[config.mk]
export PLATFORM = sky130hd
export DESIGN_NAME = nn_image_loader
export DESIGN_NICKNAME = d
export VERILOG_FILES = /design/src/rtl/nn_pkg.sv /design/src/rtl/nn_image_loader.sv
export SDC_FILE = /design/constraint.sdc
export NUM_CORES = 1
export LEC_CHECK = 0
export ABC_AREA = 1
export CAP_MARGIN = 20
export CORE_MARGIN = 8
export CORE_UTILIZATION = 47
export CTS_CLUSTER_DIAMETER = 40
export CTS_CLUSTER_SIZE = 8
export DETAILED_ROUTE_END_ITERATION = 10
export GPL_ROUTABILITY_DRIVEN = 0
export PLACE_DENSITY_LB_ADDON = 0.25
export SYNTH_ARGS = -nofsm -noshare
export SYNTH_HDL_FRONTEND = slang
export SYNTH_SLANG_ARGS = --single-unit
[constraint.sdc]
create_clock -name clk -period 1.67 [get_ports clk]
set_input_delay 0.334 -clock clk [delete_from_list [all_inputs] [get_ports clk]]
set_output_delay 0.334 -clock clk [all_outputs]
set_load 0.005 [all_outputs]
[src/rtl/nn_pkg.sv]
// Shared constants and loader state encoding for the network datapath.
package nn_pkg;

  localparam int NN_NUM_PIXELS = 784;
  localparam int NN_ADDR_W     = 16;
  localparam int NN_DATA_W     = 32;
  localparam int NN_PIX_W      = 8;
  localparam int NN_CLASS_W    = 4;

  typedef enum logic [2:0] {
    ST_IDLE,
    ST_LOAD,
    ST_FLUSH,
    ST_START,
    ST_WAIT
  } loader_state_e;

endpackage

[src/rtl/nn_image_loader.sv]
// Streams one frame of pixels into the input memory, then runs one inference and latches the class.
// Optional LOADER_LAST_CHECK_EN: checks s_last against the pixel count and reports framing errors.
module nn_image_loader
  import nn_pkg::*;
#(
  parameter int NUM_PIXELS = NN_NUM_PIXELS,
  parameter int ADDR_W     = NN_ADDR_W,
  parameter int DATA_W     = NN_DATA_W,
  parameter int PIX_W      = NN_PIX_W,
  parameter int FRAC_SHIFT = 0
) (
  input  logic                  clk,
  input  logic                  resetn,
  input  logic                  s_valid,
  output logic                  s_ready,
  input  logic [PIX_W-1:0]      s_data,
  input  logic                  s_last,
  output logic [ADDR_W-1:0]     mem_write_addr,
  output logic [DATA_W-1:0]     mem_data_in,
  output logic                  mem_write_enable,
  output logic                  nn_start,
  input  logic                  nn_done,
  input  logic [NN_CLASS_W-1:0] nn_argmax,
  output logic                  result_valid,
  output logic [NN_CLASS_W-1:0] result,
  output logic                  frame_error,
  output logic                  busy
);

  localparam logic [ADDR_W-1:0] LAST_IDX = ADDR_W'(NUM_PIXELS - 1);

  loader_state_e           state_q, state_d;
  logic [ADDR_W-1:0]       pix_cnt_q, pix_cnt_d;
  logic                    wr_en_q, wr_en_d;
  logic [ADDR_W-1:0]       wr_addr_q, wr_addr_d;
  logic [DATA_W-1:0]       wr_data_q, wr_data_d;
  logic [NN_CLASS_W-1:0]   result_q, result_d;
  logic                    result_valid_q, result_valid_d;
  logic                    frame_error_q, frame_error_d;

  logic                    accept;
  logic                    at_last;
  logic [DATA_W-1:0]       pix_word;

  // Pixels are unsigned, so widen before shifting to keep the word non-negative.
  assign pix_word = DATA_W'(s_data) << FRAC_SHIFT;
  assign accept   = s_valid && (state_q == ST_LOAD);
  assign at_last  = (pix_cnt_q == LAST_IDX);

`ifndef LOADER_LAST_CHECK_EN
  logic unused_s_last;
  assign unused_s_last = s_last;
`endif

  always_comb begin
    state_d        = state_q;
    pix_cnt_d      = pix_cnt_q;
    wr_en_d        = 1'b0;
    wr_addr_d      = wr_addr_q;
    wr_data_d      = wr_data_q;
    result_d       = result_q;
    result_valid_d = 1'b0;
    frame_error_d  = 1'b0;

    case (state_q)
      ST_IDLE: state_d = ST_LOAD;
      ST_LOAD: begin
        if (accept) begin
          wr_en_d   = 1'b1;
          wr_addr_d = pix_cnt_q;
          wr_data_d = pix_word;
`ifdef LOADER_LAST_CHECK_EN
          // A mis-framed beat is still written; the frame simply restarts at address 0.
          if (s_last != at_last) begin
            pix_cnt_d     = '0;
            frame_error_d = 1'b1;
          end else if (at_last) begin
            pix_cnt_d = '0;
            state_d   = ST_FLUSH;
          end else begin
            pix_cnt_d = pix_cnt_q + 1'b1;
          end
`else
          if (at_last) begin
            pix_cnt_d = '0;
            state_d   = ST_FLUSH;
          end else begin
            pix_cnt_d = pix_cnt_q + 1'b1;
          end
`endif
        end
      end
      ST_FLUSH: state_d = ST_START;
      ST_START: state_d = ST_WAIT;
      ST_WAIT: begin
        if (nn_done) begin
          result_d       = nn_argmax;
          result_valid_d = 1'b1;
          state_d        = ST_LOAD;
        end
      end
      default: state_d = ST_IDLE;
    endcase
  end

  always_ff @(posedge clk or negedge resetn) begin
    if (!resetn) begin
      state_q        <= ST_IDLE;
      pix_cnt_q      <= '0;
      wr_en_q        <= 1'b0;
      wr_addr_q      <= '0;
      wr_data_q      <= '0;
      result_q       <= '0;
      result_valid_q <= 1'b0;
      frame_error_q  <= 1'b0;
    end else begin
      state_q        <= state_d;
      pix_cnt_q      <= pix_cnt_d;
      wr_en_q        <= wr_en_d;
      wr_addr_q      <= wr_addr_d;
      wr_data_q      <= wr_data_d;
      result_q       <= result_d;
      result_valid_q <= result_valid_d;
      frame_error_q  <= frame_error_d;
    end
  end

  // Stream and control outputs come straight from registered state only.
  assign s_ready          = (state_q == ST_LOAD);
  assign nn_start         = (state_q == ST_START);
  assign busy             = (state_q == ST_FLUSH) || (state_q == ST_START) || (state_q == ST_WAIT);
  assign mem_write_enable = wr_en_q;
  assign mem_write_addr   = wr_addr_q;
  assign mem_data_in      = wr_data_q;
  assign result           = result_q;
  assign result_valid     = result_valid_q;
  assign frame_error      = frame_error_q;

endmodule

==> impl_metrics.env, run 1 <==
export IMPL_globalRoute_totalOverflow=0
export IMPL_gr_usage_met3=0.0303
export IMPL_hpwl_mm=4.27
export IMPL_drtAntennaViolNets=0
export IMPL_clk_pin_slew_ps=90
export IMPL_viasPerCell=4.75
export IMPL_cts_buffers=5
export IMPL_cpMostUsedCell="buf_4"
export IMPL_io_buffer_count=48
export IMPL_cp_cell_sequence="buf_4 -> buf_4 -> nand3_2 -> o21ai_0 -> buf_2"
export IMPL_drt_wirelength_per_cell_um=12.2
export IMPL_critPathSlowestCell="dfrtp_1"
export IMPL_synth_edf_count=0
export IMPL_syn_to_final_growth_pct=24.5
export IMPL_drc=0
export IMPL_die_y_um=89.5
export IMPL_min_path_cells=2
export IMPL_cp_required_ps=1340
export IMPL_clkLatencyLatePin_ps=310
export IMPL_p_leak_nw=1.58
export IMPL_crit_path_start_kind="flop"
export IMPL_startpoint="state_q[2]"
export IMPL_layout_min_cycle_time_ps=1590
export IMPL_skew_ps=6.87
export IMPL_rsz0062_at_grt="no"
export IMPL_die_w_um=89.5
export IMPL_ios=75
export IMPL_post_route_period_util=0.954
export IMPL_ys_ff_latch=49
export IMPL_reg2reg_depth=8
export IMPL_via_count=2152
export IMPL_power_density_mw_per_mm2=997
export IMPL_grt_pass1_vias=2115
export IMPL_critPathKind="flop to output port"
export IMPL_grt_pass1_wl_mm=9.69
export IMPL_r2r_end="pix_cnt_q[10]"
export IMPL_core_area_sq_mm=0.00517
export IMPL_rows=26
export IMPL_holdPathEnd="mem_data_in[0]"
export IMPL_crit_fanout=3
export IMPL_hold_start="mem_data_in[0]"
export IMPL_hold_path_class="flop to flop"
export IMPL_rrSetupSlack_ps=280
export IMPL_synth_distinct_cells=23
export IMPL_yosysSeqAreaShare=0.483
export IMPL_worstSetupEndpointType="output port"
export IMPL_vdd_drop_max_mv=0.470
export IMPL_yosysTopAreaCellShare=0.483
export IMPL_pre_cts_slack_ps=77.6
export IMPL_fin_nets=400
export IMPL_initialDrtViolationCount=85
export IMPL_yosysMostFrequentCell="nand2_1"
export IMPL_grtUsageMet2=0.263
export IMPL_antenna_found_initial=0
export IMPL_cts_buffer_depth=2
export IMPL_drv_cap=0
export IMPL_cts_tree="built"
export IMPL_placed_cell_area_sq_mm=0.00303
export IMPL_synth_cells=320
export IMPL_fmax_mhz=628
export IMPL_cts_sinks=49
export IMPL_r2r_start="pix_cnt_q[1]"
export IMPL_ctsHtreeMaxLevel=2
export IMPL_stdcell_area_sq_mm=0.00316
export IMPL_grtUsageTotal=0.155
export IMPL_utilization=0.610
export IMPL_setup_violations=0
export IMPL_ys_top_cells_by_count="100 x nand2_1, 49 x dfrtp_1, 33 x nor2_1"
export IMPL_wirelength_mm=5.53
export IMPL_grt_busiest_layer="met2"
export IMPL_maxSlewViolCount=0
export IMPL_synth_ff_type="dfrtp_1"
export IMPL_num_antenna_cells=0
export IMPL_synth_area_sq_mm=0.00254
export IMPL_status="finished clean"
export IMPL_synth_area_leaders="dfrtp_1 48%, nand2_1 15%, buf_4 8.6%"
export IMPL_synth_largest_area_cell="dfrtp_1"
export IMPL_drtPass1Iterations=4
export IMPL_drive_gt1_frac=0.112
export IMPL_synth_warnings=0
export IMPL_start_util=0.490
export IMPL_worst_slack_ps=76.5
export IMPL_setup_tns_ps=0
export IMPL_avgSynthCellArea_sq_um=7.93
export IMPL_grt_util_met1=0.185
export IMPL_root_buffer="clkbuf_8"
export IMPL_final_hold_violation_count=0
export IMPL_cp_arrival_ps=1260
export IMPL_synthArstFlopShare=1.00
export IMPL_grt_max_degree=26
export IMPL_slowest_delay_ps=400
export IMPL_dieArea_sq_mm=0.00800
-- sequential cells by signal, indices dropped and copies added, names as in the netlist --
name              flops
mem_data_in           8
mem_write_addr       16
mem_write_enable      1
pix_cnt_q            16
result                4
result_valid          1
state_q               3
-- through the flow --
| step | instances | hold slack (ps) | power (mW) |
|---|---|---|---|
| after detailed placement | 440 | 310 | 2.49 |
| after floorplan | 344 | 38.4 | 2.11 |
| after global routing | 453 | 513 | 3.38 |
| final | 453 | 476 | 3.15 |
| after global placement | 440 | 308 | 2.46 |
| after CTS | 453 | 479 | 3.17 |
-- routing by layer --
layer	share of wire	wire length [um]
met5	0	0
met3	0.061	338
met4	0.016	86
met1	0.42	2320
met2	0.50	2780
-- timing repair --
action                                  CTS  global route
setup buffers                             4             0
endpoints found under the setup margin    3             2
pin swaps                                 0             0
hold endpoints to repair                 17             0
hold buffers                              1             0
gates resized for setup                   8             3
-- critical path, delay by kind of cell, from the launching register on --
family | cells | cell delay, ps
AO/OA/AOI/OAI | 1 | 70
buffers and inverters | 3 | 410
flip-flops | 1 | 400
AND/OR/NAND/NOR | 1 | 80
-- cell families (layout without fill, tap and decap cells) --
kind of cell | count (synthesis) | after routing | share of synthesized area
flip-flops | 49 | 49 | 0.483
AND/OR/NAND/NOR | 173 | 173 | 0.297
buffers and inverters | 63 | 102 | 0.143
other | 1 | 25 | 0.00148
adder cells (fa/ha/maj) | 1 | 1 | 0.00493
XOR/XNOR | 3 | 3 | 0.0104
AO/OA/AOI/OAI | 30 | 30 | 0.0592
-- layout by cell type, fill, tap and decap left out --
master           instances
inv_1                   25
buf_12                   1
o21ai_1                  7
buf_2                    2
buf_4                   14
nand3_2                  1
clkinvlp_4               1
nor2_2                   3
dfrtp_1                 49
or2_2                    1
o21ai_0                 21
a21oi_1                  2
clkbuf_2                 1
nand2_4                  1
nor3_1                   1
nand3_1                 18
clkbuf_1                 2
conb_1                  25
clkdlybuf4s50_1         44
nand2_2                  3
clkbuf_8                 5
xor2_1                   3
nor2_1                  33
nand4_1                  7
nor2_4                   3
nand2_1                100
inv_2                    5
nor3_2                   1
ha_1                     1
nand3_4                  1
dlygate4sd3_1            1
dlygate4sd2_1            1
-- how the worst max path moves through the flow --
stage | depth (start not counted) | endpoint
global route | 4 | s_ready
detailed placement | 4 | busy
finish | 5 | busy
global placement | 4 | busy
CTS | 4 | nn_start
floorplan | 9 | pix_cnt_q[10]
-- power breakdown --
part	switching (mW)	total (mW)	leakage, nW	internal [mW]
Clock	0.383	0.679	0.0385	0.297
Combinational	0.484	0.890	0.953	0.407
Sequential	0.190	1.58	0.587	1.39
-- cell type report --
type	instances	area (sq um)
fill	476	2020
tap	70	87.6
sequential	49	1230
clock inverter	1	7.51
clock buffer	7	76.3
timing repair buffer	64	599
inverter	30	113
multi-input combinational	232	1050
No activity file was read; power rests on OpenSTA's default activity.
==> run 2: changes to the inputs <==
--- a/config.mk
+++ b/config.mk
@@ -14,6 +14,7 @@
 export DETAILED_ROUTE_END_ITERATION = 10
 export GPL_ROUTABILITY_DRIVEN = 0
 export PLACE_DENSITY_LB_ADDON = 0.25
+export SETUP_SLACK_MARGIN = 0.15
 export SYNTH_ARGS = -nofsm -noshare
 export SYNTH_HDL_FRONTEND = slang
 export SYNTH_SLANG_ARGS = --single-unit
==> run 2 against run 1 <==
Net effect:
- power is essentially flat
- largest power group unchanged
- sequential share of layout area shrank 1.6 points
- combinational power grew 0.9%
- die area is the same
- final cell count grew 2.4%
- largest cell class unchanged
- global-route usage is essentially flat
- critical path type unchanged
- wire length grew 3.3%
- worst hold slack lost 5.1 ps
- clock skew is essentially flat
- core utilization grew 2.5 points
- via count grew 1.1%
==> impl_metrics.env, run 2 (synthesis gave the netlist of run 1 again) <==
export IMPL_final_hold_violation_count=0
export IMPL_crit_end="busy"
export IMPL_ctsHtreeMaxLevel=2
export IMPL_rows=26
export IMPL_reg2reg_depth=7
export IMPL_core_area_sq_mm=0.00517
export IMPL_startpoint="state_q[2]"
export IMPL_cts_sinks=49
export IMPL_r2r_start="state_q[0]"
export IMPL_cp_required_ps=1340
export IMPL_p_int_mw=2.08
export IMPL_post_route_period_util=0.909
export IMPL_cts_buffers=5
export IMPL_rrSetupSlack_ps=290
export IMPL_hold_path_class="flop to flop"
export IMPL_io_buffer_count=48
export IMPL_drv_cap=0
export IMPL_syn_to_final_growth_pct=29.6
export IMPL_fmax_mhz=659
export IMPL_hpwl_mm=4.27
export IMPL_dieArea_sq_mm=0.00800
export IMPL_worstSetupEndpointType="output port"
export IMPL_placed_cell_area_sq_mm=0.00303
export IMPL_crit_path_start_kind="flop"
export IMPL_r2r_end="pix_cnt_q[6]"
export IMPL_drt_wirelength_per_cell_um=12.3
export IMPL_drc=0
export IMPL_vdd_drop_max_mv=0.460
export IMPL_combPwrFrac=0.285
export IMPL_root_buffer="clkbuf_8"
export IMPL_die_w_um=89.5
export IMPL_p_clk_frac=0.215
export IMPL_clk_pin_slew_ps=90
export IMPL_grt_pass1_vias=2103
export IMPL_drtPass1Iterations=4
export IMPL_num_antenna_cells=0
export IMPL_utilization=0.636
export IMPL_cts_tree="built"
export IMPL_crit_family="flip-flops"
export IMPL_cp_arrival_ps=1180
export IMPL_cp_cell_sequence="buf_4 -> nand3_1 -> o21ai_0 -> buf_2"
export IMPL_worst_path_stages=4
export IMPL_multiInputGateArea_sq_mm=0.00105
export IMPL_hold_slack_ps=470
export IMPL_wirelength_mm=5.71
export IMPL_clkLatencyLatePin_ps=300
export IMPL_cp_num_buf_inv=2
export IMPL_rsz0062_at_grt="yes"
export IMPL_crit_fanout=3
export IMPL_die_y_um=89.5
export IMPL_critPathSlowestCell="dfrtp_1"
export IMPL_fill_cells=464
export IMPL_status="finished clean"
export IMPL_switchingPower_mw=1.06
export IMPL_setup_tns_ps=0
export IMPL_stdcell_area_sq_mm=0.00329
export IMPL_layout_min_cycle_time_ps=1520
export IMPL_p_leak_nw=1.88
export IMPL_drtAntennaViolNets=0
export IMPL_initialDrtViolationCount=77
export IMPL_switching_share=0.338
export IMPL_final_common_cell="nand2_1"
export IMPL_antenna_found_initial=0
export IMPL_skew_ps=7.30
export IMPL_p_total_mw=3.15
export IMPL_grt_pass1_wl_mm=9.69
export IMPL_grt_max_degree=26
export IMPL_drive_gt1_frac=0.137
export IMPL_grtUsageTotal=0.155
export IMPL_setup_violations=0
export IMPL_maxSlewViolCount=0
export IMPL_slowest_delay_ps=410
export IMPL_start_util=0.490
export IMPL_power_density_mw_per_mm2=957
export IMPL_fin_nets=411
export IMPL_ios=75
export IMPL_viasPerCell=4.69
export IMPL_final_cell_mix="100 x nand2_1, 49 x dfrtp_1, 33 x nor2_1"
export IMPL_seq_area_sq_mm=0.00123
export IMPL_critPathKind="flop to output port"
export IMPL_seq_power_share=0.500
export IMPL_cts_buffer_depth=2
export IMPL_globalRoute_totalOverflow=0
export IMPL_via_count=2175
run 2: changes by cell type in the layout (fill, tap and decap cells not counted):
cell | before | now
buf_2 | 2 | 4
buf_4 | 14 | 23
buf_6 | 0 | 2
clkbuf_2 | 1 | 0
clkdlybuf4s50_1 | 44 | 18
dlygate4sd2_1 | 1 | 7
dlymetal6s2s_1 | 0 | 19
nand3_1 | 18 | 19
nand3_2 | 1 | 0
nor2_2 | 3 | 2
nor2_4 | 3 | 4
nor3_2 | 1 | 0
nor3_4 | 0 | 1
run 2: worst min-delay path by stage:
| stage | from | endpoint | slack (ps) | depth (start not counted) |
|---|---|---|---|---|
| after floorplan | resetn | mem_data_in[0] | 40 | 0 |
| after global placement | resetn | result[2] | 310 | 1 |
| after detailed placement | resetn | result[2] | 310 | 1 |
| after CTS | mem_data_in[0] | mem_data_in[0] | 470 | 2 |
| after global routing | mem_data_in[5] | mem_data_in[5] | 510 | 2 |
| final | mem_data_in[0] | mem_data_in[0] | 470 | 2 |
run 2: power groups by stage:
stage / Combinational [mW] / Clock, mW / Sequential, mW
3_3_place_gp: 0.865 / 0 / 1.59
2_1_floorplan: 0.550 / 0 / 1.56
5_1_grt: 1.02 / 0.753 / 1.61
3_5_place_dp: 0.892 / 0 / 1.60
4_1_cts: 0.879 / 0.697 / 1.58
6_report: 0.898 / 0.676 / 1.57
run 2: per-layer routing:
| metal | vias to the layer above | global-route usage | share of wire |
|---|---|---|---|
| met5 | - | 0 | 0 |
| met2 | 47 | 0.264 | 0.51 |
| met4 | 0 | 0.0710 | 0.015 |
| met3 | 7 | 0.0285 | 0.055 |
| met1 | 1026 | 0.186 | 0.42 |
| li1 | 1095 | - | - |
run 2: area by class of cell:
class,instances,share of cell area
well taps,70,0.0266
repair buffers,75,0.220
flip-flops and latches,49,0.373
multi-input cells,232,0.320
clock inverters,1,0.00228
clock buffers,7,0.0232
inverters,30,0.0342
run 2: worst reg2reg max path: cells and delay by family (launching register included):
family	cells	cell delay [ps]
flip-flops	1	400
AND/OR/NAND/NOR	3	290
XOR/XNOR	1	140
buffers and inverters	3	440
run 2: metrics by stage:
stage          instances  worst slack, ps
2_1_floorplan        344              494
3_3_place_gp         440              115
3_5_place_dp         440             77.6
4_1_cts              454             68.1
5_1_grt              464              106
6_report             464              152
run 2: what timing repair did:
item / 4_1_cts / 5_1_grt
setup buffers: 5 / 10
setup endpoints to repair: 10 / 27
hold buffers: 1 / 0
hold endpoints to repair: 17 / 0
pin swaps: 0 / 1
resized for setup: 19 / 25
==> run 3: changes to the inputs <==
--- a/config.mk
+++ b/config.mk
@@ -15,6 +15,7 @@
 export GPL_ROUTABILITY_DRIVEN = 0
 export PLACE_DENSITY_LB_ADDON = 0.25
 export SETUP_SLACK_MARGIN = 0.15
+export SKIP_LAST_GASP = 1
 export SYNTH_ARGS = -nofsm -noshare
 export SYNTH_HDL_FRONTEND = slang
 export SYNTH_SLANG_ARGS = --single-unit
==> results of run 3 <==
Final layout, timing and power as in run 2 (identical DEF).
